## config.mk

```make
export PLATFORM = sky130hd
export DESIGN_NAME = snn_layer_engine
export DESIGN_NICKNAME = d
export VERILOG_FILES = /design/src/rtl/snn_pkg.sv /design/src/rtl/snn_mac.sv /design/src/rtl/snn_layer_engine.sv
export SDC_FILE = /design/constraint.sdc
export NUM_CORES = 1
export LEC_CHECK = 0
export CAP_MARGIN = 30
export CORE_MARGIN = 2
export CORE_UTILIZATION = 45
export DETAILED_ROUTE_END_ITERATION = 16
export PLACE_DENSITY = 0.7
export SYNTH_ARGS = -nofsm -noshare
export SYNTH_HDL_FRONTEND = slang
export SYNTH_SLANG_ARGS = --single-unit
```

## constraint.sdc

```tcl
create_clock -name clk -period 4.7 [get_ports clk]
set_input_delay 0.94 -clock clk [delete_from_list [all_inputs] [get_ports clk]]
set_output_delay 0.94 -clock clk [all_outputs]
set_load 0.05 [all_outputs]
```

## src/rtl/snn_pkg.sv

```systemverilog
`default_nettype none
// +----------------------------------------------------------------------------+
// | snn_pkg                                                                    |
// | Shared SNN layer types, default geometry and LUT addressing helper.       |
// | Revision: 1.0                                                              |
// +----------------------------------------------------------------------------+
package snn_pkg;

    localparam int C_N_IN      = 784;
    localparam int C_N_OUT     = 32;
    localparam int C_N_CLASSES = 10;
    localparam int C_DW        = 8;
    localparam int C_ACC_W     = 26;
    localparam int C_SHIFT     = 7;
    localparam int C_LUT_AW    = 11;

    typedef enum logic [2:0] {
        S_IDLE  = 3'd0,
        S_MAC   = 3'd1,
        S_DRAIN = 3'd2,
        S_LUT   = 3'd3,
        S_WRITE = 3'd4,
        S_DONE  = 3'd5
    } snn_layer_state_t;

    // Clamp the scaled sum to the signed LUT range, then offset to an unsigned index.
    function automatic logic [31:0] lut_sat_offset(input logic signed [63:0] s,
                                                   input int unsigned     aw);
        logic signed [63:0] hi;
        logic signed [63:0] lo;
        logic signed [63:0] c;
        hi = (64'sd1 <<< (aw - 1)) - 64'sd1;
        lo = -(64'sd1 <<< (aw - 1));
        if (s > hi)
            c = hi;
        else if (s < lo)
            c = lo;
        else
            c = s;
        return 32'(c + (64'sd1 <<< (aw - 1)));
    endfunction

endpackage
`default_nettype wire

```

## src/rtl/snn_mac.sv

```systemverilog
`default_nettype none
// +----------------------------------------------------------------------------+
// | snn_mac                                                                    |
// | Unsigned activation x signed weight multiply-accumulate with clear/enable.|
// | Revision: 1.0                                                              |
// +----------------------------------------------------------------------------+
module snn_mac
    import snn_pkg::*;
#(
    parameter int DW    = C_DW,
    parameter int ACC_W = C_ACC_W
) (
    input  logic                    clk,
    input  logic                    rst_n,
    input  logic                    clr,
    input  logic                    en,
    input  logic [DW-1:0]           a,
    input  logic [DW-1:0]           b,
    output logic signed [ACC_W-1:0] acc
);

    logic signed [DW:0]     w_a;
    logic signed [DW-1:0]   w_b;
    logic signed [2*DW:0]   w_prod;
    logic signed [ACC_W-1:0] r_acc;

    assign w_a    = {1'b0, a};
    assign w_b    = b;
    assign w_prod = (2*DW+1)'(w_a) * (2*DW+1)'(w_b);

    // Clear has priority so a new neuron never inherits a stray product.
    always_ff @(posedge clk or negedge rst_n) begin
        if (!rst_n)
            r_acc <= '0;
        else if (clr)
            r_acc <= '0;
        else if (en)
            r_acc <= r_acc + ACC_W'(w_prod);
    end

    assign acc = r_acc;

endmodule
`default_nettype wire

```

## src/rtl/snn_layer_engine.sv

```systemverilog
`default_nettype none
// +----------------------------------------------------------------------------+
// | snn_layer_engine                                                           |
// | Fully-connected SNN layer sequencer: MAC, scale/saturate, LUT, write, argmax.|
// | Revision: 1.0                                                              |
// +----------------------------------------------------------------------------+
module snn_layer_engine
    import snn_pkg::*;
#(
    parameter  int N_IN   = C_N_IN,
    parameter  int N_OUT  = C_N_OUT,
    parameter  int DW     = C_DW,
    parameter  int ACC_W  = C_ACC_W,
    parameter  int SHIFT  = C_SHIFT,
    parameter  int LUT_AW = C_LUT_AW,
    localparam int IN_AW  = $clog2(N_IN),
    localparam int W_AW   = $clog2(N_IN * N_OUT),
    localparam int OUT_AW = (N_OUT > 1) ? $clog2(N_OUT) : 1
) (
    input  logic              clk,
    input  logic              rst_n,
    input  logic              start,
    input  logic              abort,
    input  logic              argmax_en,
    output logic [IN_AW-1:0]  in_addr,
    input  logic [DW-1:0]     in_q,
    output logic [W_AW-1:0]   w_addr,
    input  logic [DW-1:0]     w_q,
    output logic [LUT_AW-1:0] lut_addr,
    input  logic [DW-1:0]     lut_q,
    output logic [OUT_AW-1:0] out_addr,
    output logic [DW-1:0]     out_data,
    output logic              out_we,
    output logic              busy,
    output logic              done,
    output logic [OUT_AW-1:0] digit,
    output logic [DW-1:0]     digit_val
);

    localparam logic [IN_AW-1:0]  C_LAST_I = IN_AW'(N_IN - 1);
    localparam logic [OUT_AW-1:0] C_LAST_N = OUT_AW'(N_OUT - 1);

    snn_layer_state_t        r_state;
    logic [IN_AW-1:0]        r_i;
    logic [W_AW-1:0]         r_w_cnt;
    logic [OUT_AW-1:0]       r_neuron;
    logic                    r_amax;
    logic [OUT_AW-1:0]       r_digit;
    logic [DW-1:0]           r_digit_val;

    logic signed [ACC_W-1:0] w_acc;
    logic signed [ACC_W-1:0] w_shifted;
    logic                    w_mac_en;
    logic                    w_mac_clr;
    logic                    w_win;

    // Read data lags the address by one cycle, so the first MAC cycle has nothing to add.
    assign w_mac_en  = ((r_state == S_MAC) && (r_i != '0)) || (r_state == S_DRAIN);
    assign w_mac_clr = (r_state == S_IDLE) || (r_state == S_WRITE);

    snn_mac #(
        .DW    (DW),
        .ACC_W (ACC_W)
    ) u_mac (
        .clk   (clk),
        .rst_n (rst_n),
        .clr   (w_mac_clr),
        .en    (w_mac_en),
        .a     (in_q),
        .b     (w_q),
        .acc   (w_acc)
    );

    assign w_shifted = w_acc >>> SHIFT;
    assign w_win     = r_amax && ((r_neuron == '0) || (lut_q > r_digit_val));

    assign in_addr   = r_i;
    assign w_addr    = r_w_cnt;
    assign lut_addr  = (r_state == S_LUT) ? LUT_AW'(lut_sat_offset(64'(w_shifted), LUT_AW)) : '0;
    assign out_addr  = r_neuron;
    assign out_data  = (r_state == S_WRITE) ? lut_q : '0;
    assign out_we    = (r_state == S_WRITE) && !abort;
    assign busy      = (r_state != S_IDLE);
    assign done      = (r_state == S_DONE) && !abort;
    assign digit     = r_digit;
    assign digit_val = r_digit_val;

    always_ff @(posedge clk or negedge rst_n) begin
        if (!rst_n) begin
            r_state     <= S_IDLE;
            r_i         <= '0;
            r_w_cnt     <= '0;
            r_neuron    <= '0;
            r_amax      <= 1'b0;
            r_digit     <= '0;
            r_digit_val <= '0;
        end else if (abort) begin
            r_state <= S_IDLE;
            r_i     <= '0;
        end else begin
            case (r_state)
                S_IDLE: begin
                    if (start) begin
                        r_state  <= S_MAC;
                        r_i      <= '0;
                        r_w_cnt  <= '0;
                        r_neuron <= '0;
                        r_amax   <= argmax_en;
                        if (argmax_en) begin
                            r_digit     <= '0;
                            r_digit_val <= '0;
                        end
                    end
                end
                S_MAC: begin
                    // Weight address runs on across neurons, giving neuron*N_IN+i for free.
                    r_w_cnt <= r_w_cnt + W_AW'(1);
                    if (r_i == C_LAST_I) begin
                        r_i     <= '0;
                        r_state <= S_DRAIN;
                    end else begin
                        r_i <= r_i + IN_AW'(1);
                    end
                end
                S_DRAIN: r_state <= S_LUT;
                S_LUT:   r_state <= S_WRITE;
                S_WRITE: begin
                    if (w_win) begin
                        r_digit     <= r_neuron;
                        r_digit_val <= lut_q;
                    end
                    if (r_neuron == C_LAST_N) begin
                        r_state <= S_DONE;
                    end else begin
                        r_neuron <= r_neuron + OUT_AW'(1);
                        r_state  <= S_MAC;
                    end
                end
                S_DONE:  r_state <= S_IDLE;
                default: r_state <= S_IDLE;
            endcase
        end
    end

endmodule
`default_nettype wire

```

-- After elaboration in Yosys (flattened, before gate mapping)
Cells that the tools add are included.
- register bits after elaboration: 73
- word-level logic and storage cells: 81
- add/subtract/negate cells: 5
- multipliers: 1
- order comparisons: 3
- equality and inequality tests: 13
- muxes and demuxes: 28
- bitwise operators: 1
- reductions and logical operators: 22
- operators by type and width (kind ; number):
    26-bit 2-to-1 mux ; 2
    11-bit 2-to-1 mux ; 3
    8-bit 2-to-1 mux ; 4
    10-bit 2-to-1 mux ; 3
    15-bit one-hot mux with 2 select lines ; 1
    26-bit by 17-bit adder with 26-bit output ; 1
    5-bit 2-to-1 mux ; 5
    10-bit one-hot mux with 2 select lines ; 1
    5-bit one-hot mux with 2 select lines ; 2
    19-bit by 11-bit greater-than comparator with 1-bit output, second input constant ; 1
    19-bit by 11-bit < comparator with 1-bit output, second input constant ; 1
    9-bit by 8-bit multiplier with 17-bit output ; 1
    8-bit one-hot mux with 2 select lines ; 1
    15-bit by 1-bit adder with 15-bit output, second input constant ; 1
    15-bit 2-to-1 mux ; 1
    3-bit one-hot mux with 5 select lines ; 1
    3-bit 2-to-1 mux ; 4
    11-bit adder, second input constant ; 1
    10-bit by 1-bit adder with 10-bit output, second input constant ; 1
    10-bit equality test, second input constant ; 1
    10-bit nonzero test ; 1
    8-bit greater-than comparator ; 1
    2-bit != test, second input constant ; 4
    3-bit by 2-bit equality test with 1-bit output, second input constant ; 2
    other kinds (18) ; 29

-- Depth between registers and ports, before layout
Gate-level depths: netlist of run 1.
- word-level depth: 5
- mapped depth: 20
- mapped depth without buffers: 19

-- Modules after synthesis
A second synthesis of run 1 with hierarchy kept.
- cell total of the unflattened synthesis: 784
- area total of the unflattened synthesis: 7218.2 µm²
- by module, submodules not included (module ; times used ; cells each ; area an instance (µm²)):
    snn_mac ; 1 ; 479 ; 4449.3
    snn_layer_engine ; 1 ; 305 ; 2768.9

-- Worst setup path before layout of run 1
Ideal clock, no wire load.
- path kind: input -> register
- from: input port w_q[1]
- to: register u_mac.r_acc[22] (netlist: u_mac.acc[22])
- library setup time: 122 ps
- arrival time: 5187 ps
- required time: 4578 ps
- slack: -609 ps
- stages: 20
- path buffers: 1
- cells stage by stage: clkbuf_1 -> nand2_1 -> fa_1 -> inv_1 -> fa_1 -> ha_1 -> inv_1 -> fa_1 -> inv_1 -> ha_1 -> ha_1 -> inv_1 -> fa_1 -> and2b_1 -> o2111ai_1 -> a31oi_1 -> nor2b_1 -> o41ai_1 -> mux2i_1 -> nand2_1
- longest elaborated chain between the ends: 4
- ends and longest elaborated chain (what ; line ; source):
    start, declared ; snn_layer_engine.sv:28 ; input logic [DW-1:0] w_q,
    9-bit by 8-bit multiplier with 17-bit output ; snn_mac.sv:29 ; assign w_prod = (2*DW+1)'(w_a) * (2*DW+1)'(w_b);
    26-bit by 17-bit adder with 26-bit output ; snn_mac.sv:38 ; r_acc <= r_acc + ACC_W'(w_prod);
    26-bit 2-to-1 mux ; snn_mac.sv:37 ; else if (en)
    26-bit 2-to-1 mux ; snn_mac.sv:35 ; else if (clr)
    end signal, assigned ; snn_mac.sv:38 ;
    end, declared ; snn_mac.sv:25 ; logic signed [ACC_W-1:0] r_acc;
Every way passes these cells. The select of a mux whose other input is x is not followed.
A chain may end at the register's enable or synchronous reset.

-- Worst setup path after layout of run 1
- from: input port w_q[3]
- to: register u_mac.r_acc[11] (netlist: u_mac.acc[11])
The elaborated chain is that of the path after synthesis.

==> impl_summary.md, run 1 <==
Critical path
The critical path startpoint category is an input pin. The largest fanout of any net on the critical path is 8. The number of cells on the worst reg-to-reg path is 19. Across all register-to-register paths, the minimum setup slack is 0.21 ns. The endpoint arrival time on the critical path is 5.12 ns. The destination of the worst register-to-register timing path is u_mac.acc[22]. By startpoint and endpoint, the worst setup path is classified as input pin to register. STA classifies the critical path endpoint as a register. The start of the worst register-to-register path is u_mac.acc[4].

At the worst endpoint, the required time is roughly 4.9 ns.

Synth
The share of the Yosys chip area taken by registers is ~26%. A synthesized cell averages about 9.1 um2. For this run, asynchronously set or reset flops after synthesis account for 100%. By area the synthesized netlist is led by dfrtp_1, ha_1, fa_1. Of the post-synthesis cell area, the dominant cell type holds 25.7%. The cell type with the largest total area after synthesis is dfrtp_1.

The prevailing post-synth register cell is dfrtp_1. The count of yosys warnings during synthesis is 0. Counting flops and latches in the post-synthesis netlist gives 73. The mapped cell area is 7120 um2.

The synthesized net count is 959. Counting distinct cell types in the post-synthesis netlist gives 59. The synthesized design contains 0 enable-type register cells.

In the synthesized netlist, the cells that appear most often are ha_1, inv_1, nand2_1. Yosys instantiated no cell more often than ha_1. The number of instances in the synthesized netlist is 781.

Clock tree
The clock passes through at most 2 buffers. Clock latency on the worst-skew pair, taken at its later pin, is 0.34 ns. Counting the buffers created by CTS gives 9. TritonCTS built the clock tree. The clock-pin slew of the registers on the worst-case setup and hold paths is roughly 0.060 ns. Counting every sink on the clock net gives 73.

The tree is rooted in a clkbuf_16. The H-tree depth reported by CTS is 3.

Timing
The final hold slack is ~0.40 ns. The hold violation total from the final report came to 0. The clock arrives with about 0.007 ns of skew. Setup repair after global routing could not meet its margin everywhere. Based on the critical path, the design can be clocked at up to about 200 MHz. The minimum setup slack in the final design is -0.189 ns. The number of pins with negative max-slew slack in the final report came to 0. The transition time at the pin with the least slew margin is 1.08 ns. After layout, the worst path uses 104% of the clock period. The final count of negative-setup-slack endpoints is 17.

The worst relative slew slack is 27.6%. The minimum period implied by the final worst setup slack is 4.89 ns.

Status
The final reports fail on setup timing. The flow ran to the end, but the final reports show violations.

GRT
Summed over all layers, the global routing overflow is 0. The number of antenna violations at the first check in global routing came to 0. The first global-routing pass estimated 29500 um of wire. The pin count of the biggest net entering global routing is 74. The via count of the first global-routing pass is 6064. In the global route stage, overall resource usage came out at 21.9%.

Floorplanning
In this run the core area contains between 40 and 50 standard-cell rows. The die height is 130 um. Once the floorplan was initialized, standard cells occupied 46.5% of the core. From left edge to right edge, the die measures between 100 and 150 um. The I/O pin count is 94. The area enclosed by the die boundary is 16800 um2. The core area is 15300 um2.

Placement
The count of buffers inserted at the top-level ports is 93. The placer's final routability congestion estimate is 0.860. The final HPWL from detailed placement is approximately 13000 um.

Route
Dividing the detail-routed wire length by the instance count gives 15.4 um. The remaining routing DRC violations is 0. The aggregate routed wire length is 17900 um. For this block, the via count after detailed routing is 6067. The count of nets left with antenna violations once routing finished came out at 0.

The first routing iteration left 322 violations. Before antenna repair, the detailed router went through 4 iterations. The via-per-instance ratio is between 5 and 6.

Power
The worst-case IR drop observed on VDD is 0.425 mV. The leakage power summed over all cells is 4.58 nW. Power comes to 6.80 mW.

The total power divided by cell area is 693 nW/um2.

Final layout
The number of fill cells in the layout is 1232. The number of antenna diodes is 0. In the final layout, the share of cells above drive strength 1 is between 20% and 30%. The number of nets in the layout is ~1100.

The area growth from synthesis to layout is 37.7%.

Flow run
The number of maximum-capacitance violations is 0.

Hold path
The worst min-delay path category is input pin to asynchronous set/reset pin.
## critical path: stages
cell,delay [ns]
clkbuf_4,0.19
nand2_4,0.06
fa_1,0.49
fa_1,0.51
inv_2,0.04
fa_1,0.52
fa_1,0.53
fa_2,0.47
ha_4,0.19
a21oi_4,0.17
nand2_4,0.09
buf_12,0.13
nor2_4,0.12
o21ai_2,0.08
buf_4,0.13
buf_4,0.12
xor2_1,0.14
a22o_1,0.19
## cell usage in the layout, fill, tap and decap left out, types with 5 or more instances in the layout
master and n:
a21o_1 5, a21oi_1 17, a21oi_2 5, a22o_1 29, and2_1 29, and3_1 10
buf_4 73, buf_6 19, clkbuf_16 9, clkdlybuf4s50_1 76, dfrtp_1 73, fa_1 43
fa_2 8, ha_1 81, ha_4 17, inv_1 75, inv_2 8, nand2_1 73
nand2_4 7, nand3_1 11, nand4_1 15, nor2_1 71, nor2_4 6, nor3_1 10
nor4_1 6, o21ai_0 24, xnor2_1 20, xor2_1 21
## registers in the layout, summed over array words and instances, names as in the netlist
name,count
u_mac.acc,26
digit,5
digit_val,8
w_addr,15
out_addr,5
in_addr,10
r_amax,1
r_state,3
## layout make-up
| class | count | area [um2] | area share [%] |
|---|---|---|---|
| inverters | 84 | 319 | 3.25 |
| clock buffers | 9 | 225 | 2.30 |
| flip-flops and latches | 73 | 1830 | 18.6 |
| clock inverters | 7 | 77.6 | 0.791 |
| multi-input cells | 597 | 5440 | 55.5 |
| well taps | 211 | 264 | 2.69 |
| repair buffers | 178 | 1650 | 16.9 |
## per-layer routing
| metal | global-route usage (%) | wire, um | up-vias |
|---|---|---|---|
| met5 | 0 | 0 | - |
| met4 | 7.21 | 391 | 0 |
| met3 | 2.38 | 541 | 31 |
| met2 | 37.4 | 8780 | 109 |
| met1 | 29.2 | 8150 | 2944 |
| li1 | - | - | 2983 |
## logic make-up after synthesis
family,count (synthesis),share of synthesized area (%)
AND/OR/NAND/NOR,279,18.8
adder cells (fa/ha/maj),150,31.7
AO/OA/AOI/OAI,122,11.9
buffers and inverters,111,6.26
flip-flops,73,25.7
XOR/XNOR,43,5.29
multiplexers,3,0.439
## power breakdown
| part | switching (mW) | internal (mW) |
|---|---|---|
| registers | 0.150 | 0.759 |
| logic | 2.64 | 2.54 |
| clock network | 0.291 | 0.416 |
## what timing repair did
item                                    in CTS  in global routing
buffers inserted                            13                 10
hold buffers                                 0                  0
resized for setup                          139                 36
pin swaps                                   74                 45
endpoints found under the setup margin      20                 18
## worst max-delay path by stage
stage / startpoint / endpoint / cells after the start
floorplan: w_q[0] / u_mac.acc[22] / 20
global placement: in_q[3] / u_mac.acc[22] / 15
detailed placement: w_q[1] / u_mac.acc[22] / 20
CTS: in_q[5] / u_mac.acc[24] / 20
global route: w_q[5] / u_mac.acc[13] / 17
finish: w_q[3] / u_mac.acc[11] / 18
## stage by stage
step	TNS, ns	cell area, um2	setup WS [ns]	util (%)	std cells
after global routing	-4.09	9810	-0.313	64.0	1159
after CTS	-2.77	9610	-0.299	62.7	1151
after global placement	-17.02	8870	-1.02	57.9	1123
after detailed placement	-17.69	8870	-1.08	57.9	1123
final	-1.73	9810	-0.189	64.0	1159
after floorplan	-1.55	7370	-0.229	-	781
(Power assumes the default switching activity.)
==> run 2: changes to the inputs <==
--- a/config.mk
+++ b/config.mk
@@ -6,10 +6,11 @@
 export NUM_CORES = 1
 export LEC_CHECK = 0
 export CAP_MARGIN = 30
-export CORE_MARGIN = 2
 export CORE_UTILIZATION = 45
 export DETAILED_ROUTE_END_ITERATION = 16
 export PLACE_DENSITY = 0.7
+export SETUP_SLACK_MARGIN = 0.15
 export SYNTH_ARGS = -nofsm -noshare
 export SYNTH_HDL_FRONTEND = slang
+export SYNTH_HIERARCHICAL = 1
 export SYNTH_SLANG_ARGS = --single-unit
==> impl_summary.md, run 2 <==
Power
The maximum VDD drop is 0.329 mV (-23%). The fraction of power spent switching nets came to 43.7% (-1.6 points). The logic gate share of total power came to 69.7% (-6.5 points).

The total power divided by cell area is 525 nW/um2 (-24%). The switching power total is 2.22 mW (-28%). The sequential group share of total power came to 16.1% (+2.7 points).

The internal power summed over all cells is 2.86 mW (-23%). The leakage power summed over all cells was 4.48 nW (-2.1%). The relative contribution of the clock network to total power is 14.2% (+3.8 points).

Critical path
The destination of the worst register-to-register timing path is u_mac/acc[24]. The endpoint arrival time on the critical path is 5.22 ns (+0.10 ns). The largest fanout of any net on the critical path was 7 (-1). The start of the worst register-to-register path is u_mac/acc[6]. The critical path startpoint category is an input pin. Among all stages on the critical path, the largest delay is contributed by fa_1. The cell depth of the worst flop-to-flop path was 17 (-2). The cell repeated most along the worst path is fa_1. The category of cells accounting for the largest share of critical-path delay is adder cells. The number of buffers and inverters on the critical path was 2 (-3). The worst stage delay on the critical path is 0.55 ns (+0.02 ns). The critical path is of the input pin to register type. STA classifies the critical path endpoint as a register. The slack of the worst reg-to-reg path is 0.10 ns (-0.11 ns). The required time at the endpoint of the critical path is 4.92 ns (about the same). Traced cell by cell, the critical path runs through buf_2 > nand2_1 > fa_1 > fa_1 > inv_2 > fa_1 > fa_1 > fa_2 > ha_4 > nand3_4 > a311o_1 > a31oi_2 > xnor2_1 > a21oi_1 > a31o_1.

Timing
The final count of negative-setup-slack endpoints is 14 (-3). The transition time at the pin with the least slew margin is 1.04 ns (-0.0431 ns). The worst relative slew slack is 30.8% (+3.2 points).

The minimum setup slack in the final design is -0.296 ns (-0.107 ns). The fmax is 200 MHz (-2.2%). The number of pins with negative max-slew slack in the final report is 0 (unchanged).

The hold violation total from the final report was 0 (unchanged). Setup repair after global routing could not meet its margin everywhere. The worst clock skew is 0.00776 ns (+0.000942 ns). The fraction of the cycle the final worst path needs is 106% (+2.3 points). The minimum period implied by the final worst setup slack is 5.00 ns (+0.107 ns).

Clock tree
Clock tree synthesis selected as its root buffer the cell clkbuf_16. The total CTS buffers came to 9 (unchanged). The number of buffers added to fix hold violations after cts is 0 (unchanged).

The H-tree depth reported by CTS is 3 (unchanged). The TritonCTS clock tree is done. The clock-pin slew of the registers on the worst-case setup and hold paths is 0.06 ns (about the same).

The clock tree buffer depth was 2 (unchanged). The clock sink total is 73 (unchanged). The insertion delay to the later sink of the worst-skew pair is 0.34 ns (about the same).

Synth
The prevailing post-synth register cell is dfrtp_1. The mapped cell area is 7220 um2 (+1.4%). The synthesized net count is 962 (+0.31%). The fraction of post-synthesis cell area in the top cell type by area is 25.3% (-0.35 points). By area the synthesized netlist is led by dfrtp_1, ha_1, fa_1.

The register bit total from synthesis is 73 (unchanged). The most common cell in the synthesized netlist is ha_1. The number of enable flip-flop cells after synthesis is 0 (unchanged). The synthesized design spends more area on one cell type than any other, namely dfrtp_1. The post-synthesis cell type count was 64 (+8.5%).

The number of instances in the synthesized netlist is 784 (+0.38%). The post-synthesis async set-or-reset flop share is 100% (unchanged). The sequential-to-total area share from yosys stat is 25.3% (-0.35 points). The count of yosys warnings during synthesis came to 6 (+6).

The commonest cells after synthesis are ha_1, inv_1, nor2_1. The mean instance size in the synthesized netlist was 9.21 um2 (+0.98%).

Route
The count of TritonRoute iterations in the first routing pass is 5 (+1). The via-per-instance ratio is 5.29 (+1.1%). The via count of the routed design is 6091 (+0.40%). The iteration-0 DRC count of the detailed router is 284 (-12%). The final routed wire length divided by cell count came to 15.4 um (about the same).

The aggregate routed wire length is 17700 um (-0.63%). The number of nets with antenna violations after routing was 0 (unchanged). The remaining routing DRC violations is 0 (unchanged).

Status
The final reports fail on setup timing. The flow ran to the end, but the final reports show violations.

Final layout
The synthesis-to-finish area growth is 33.9%. The total non-filler cell area in the finished layout is 9670 um2 (-1.4%). The proportion of layout cells with a drive suffix above 1 is 19.6% (-2.8 points).

The most common library cell in the layout ignoring fill and taps is inv_1. The final standard cell utilization of the core came to 62.7% (-1.4 points). The number of nets in the layout is 1113 (-0.71%). The number of antenna diodes is 0 (unchanged). In the layout the commonest cells are inv_1, ha_1, clkdlybuf4s50_1, dfrtp_1, nor2_1. The flip-flop count of the largest register, all copies and words added is 26 (unchanged).

Floorplanning
The area enclosed by the die boundary came to 16600 um2 (-1.7%). The die height is 129 um (-0.88%). The placement row count is 45 (unchanged). The die extent in x is 129 um (-0.88%).

The core area is 15400 um2 (+0.74%). The I/O pin count is 94 (unchanged). The starting density of the core is 46.8% (+0.29 points).

GRT
The number of antenna violations at the first check in global routing is 0 (unchanged). The pin count of the biggest net entering global routing is 74 (unchanged). The global-route wire length before repair is 30000 um (+1.5%).

The via count of the first global-routing pass came to 6206 (+2.3%). The remaining global-route overflow is 0 (unchanged). The total global routing track utilization was 22.5% (+0.57 points).

Placement
The post-placement setup slack is -1.20 ns (-0.122 ns). The final HPWL from detailed placement is 13300 um (+2.0%). The placer's final routability congestion estimate is 0.905 (+5.3%). The count of buffers inserted at the top-level ports is 93 (unchanged). The total placed instance area is 8870 um2 (about the same).

Flow run
The number of maximum-capacitance violations is 0 (unchanged).

Hold path
The tightest min-delay check is of the input pin to asynchronous set/reset pin type.
==> run 2: cell types whose count changed in the layout (fill, tap and decap cells not counted), moves of 9 or more <==
cell | before | now
a21o_1 | 5 | 15
a22o_1 | 29 | 14
buf_4 | 73 | 56
inv_1 | 75 | 84
mux2i_1 | 2 | 14
nand2_1 | 73 | 61
o21ai_0 | 24 | 15
xor2_1 | 21 | 7
==> run 2: metal layers <==
| layer | routed length [um] | vias to the layer above | global-route usage [%] | share of wire (%) |
|---|---|---|---|---|
| met5 | 0 | - | 0 | 0 |
| met2 | 8940 | 105 | 39.5 | 50 |
| met4 | 257 | 0 | 5.12 | 1.4 |
| met3 | 548 | 21 | 3.16 | 3.1 |
| met1 | 8000 | 2998 | 29.3 | 45 |
| li1 | - | 2967 | - | - |
==> run 2: kinds of logic after synthesis <==
| family | synth area share [%] |
|---|---|
| simple gates | 18.6 |
| xor+xnor | 4.61 |
| fa+ha+maj | 31.1 |
| buf+inv | 5.82 |
| compound gates | 12.4 |
| flops | 25.3 |
| mux | 2.10 |
==> run 2: cell type report <==
type | instances | area (um2)
Sequential cell | 73 | 1830
Tap cell | 211 | 264
Fill cell | 1309 | 5760
Clock buffer | 9 | 225
Multi-Input combinational cell | 603 | 5420
Timing Repair Buffer | 159 | 1510
Clock inverter | 7 | 85.1
Inverter | 89 | 338
==> run 2: worst max path at each step <==
stage                       from             to  slack, ns  cells after the start
after global placement    w_q[7]  u_mac/acc[19]      -1.10                     15
final                     w_q[3]  u_mac/acc[25]      -0.30                     15
after detailed placement  w_q[1]  u_mac/acc[25]      -1.20                     15
after CTS                 w_q[7]  u_mac/acc[25]      -0.32                     15
after floorplan           w_q[7]  u_mac/acc[25]      -0.38                     14
after global routing      w_q[7]  u_mac/acc[25]      -0.46                     17
==> run 2: power groups by stage <==
stage | combinational, mW | sequential [mW] | clock, mW
finish | 3.54 | 0.817 | 0.722
global route | 3.92 | 0.832 | 0.760
CTS | 3.39 | 0.817 | 0.733
detailed placement | 2.95 | 0.827 | 0
global placement | 2.90 | 0.826 | 0
floorplan | 2.11 | 0.841 | 0
==> run 2: repair_timing <==
item,4_1_cts,5_1_grt
pin swaps,54,31
resized for setup,132,25
endpoints found under the setup margin,20,18
buffers inserted,12,3
==> run 2: per-stage QoR <==
stage / power [mW] / hold slack, ns / instances / setup TNS, ns
finish: 5.08 / 0.403 / 1151 / -2.73
global route: 5.51 / 0.396 / 1151 / -5.31
CTS: 4.94 / 0.510 / 1147 / -2.60
detailed placement: 3.77 / 0.491 / 1119 / -18.86
global placement: 3.73 / 0.488 / 1119 / -17.51
floorplan: 2.96 / 0.482 / 784 / -2.46
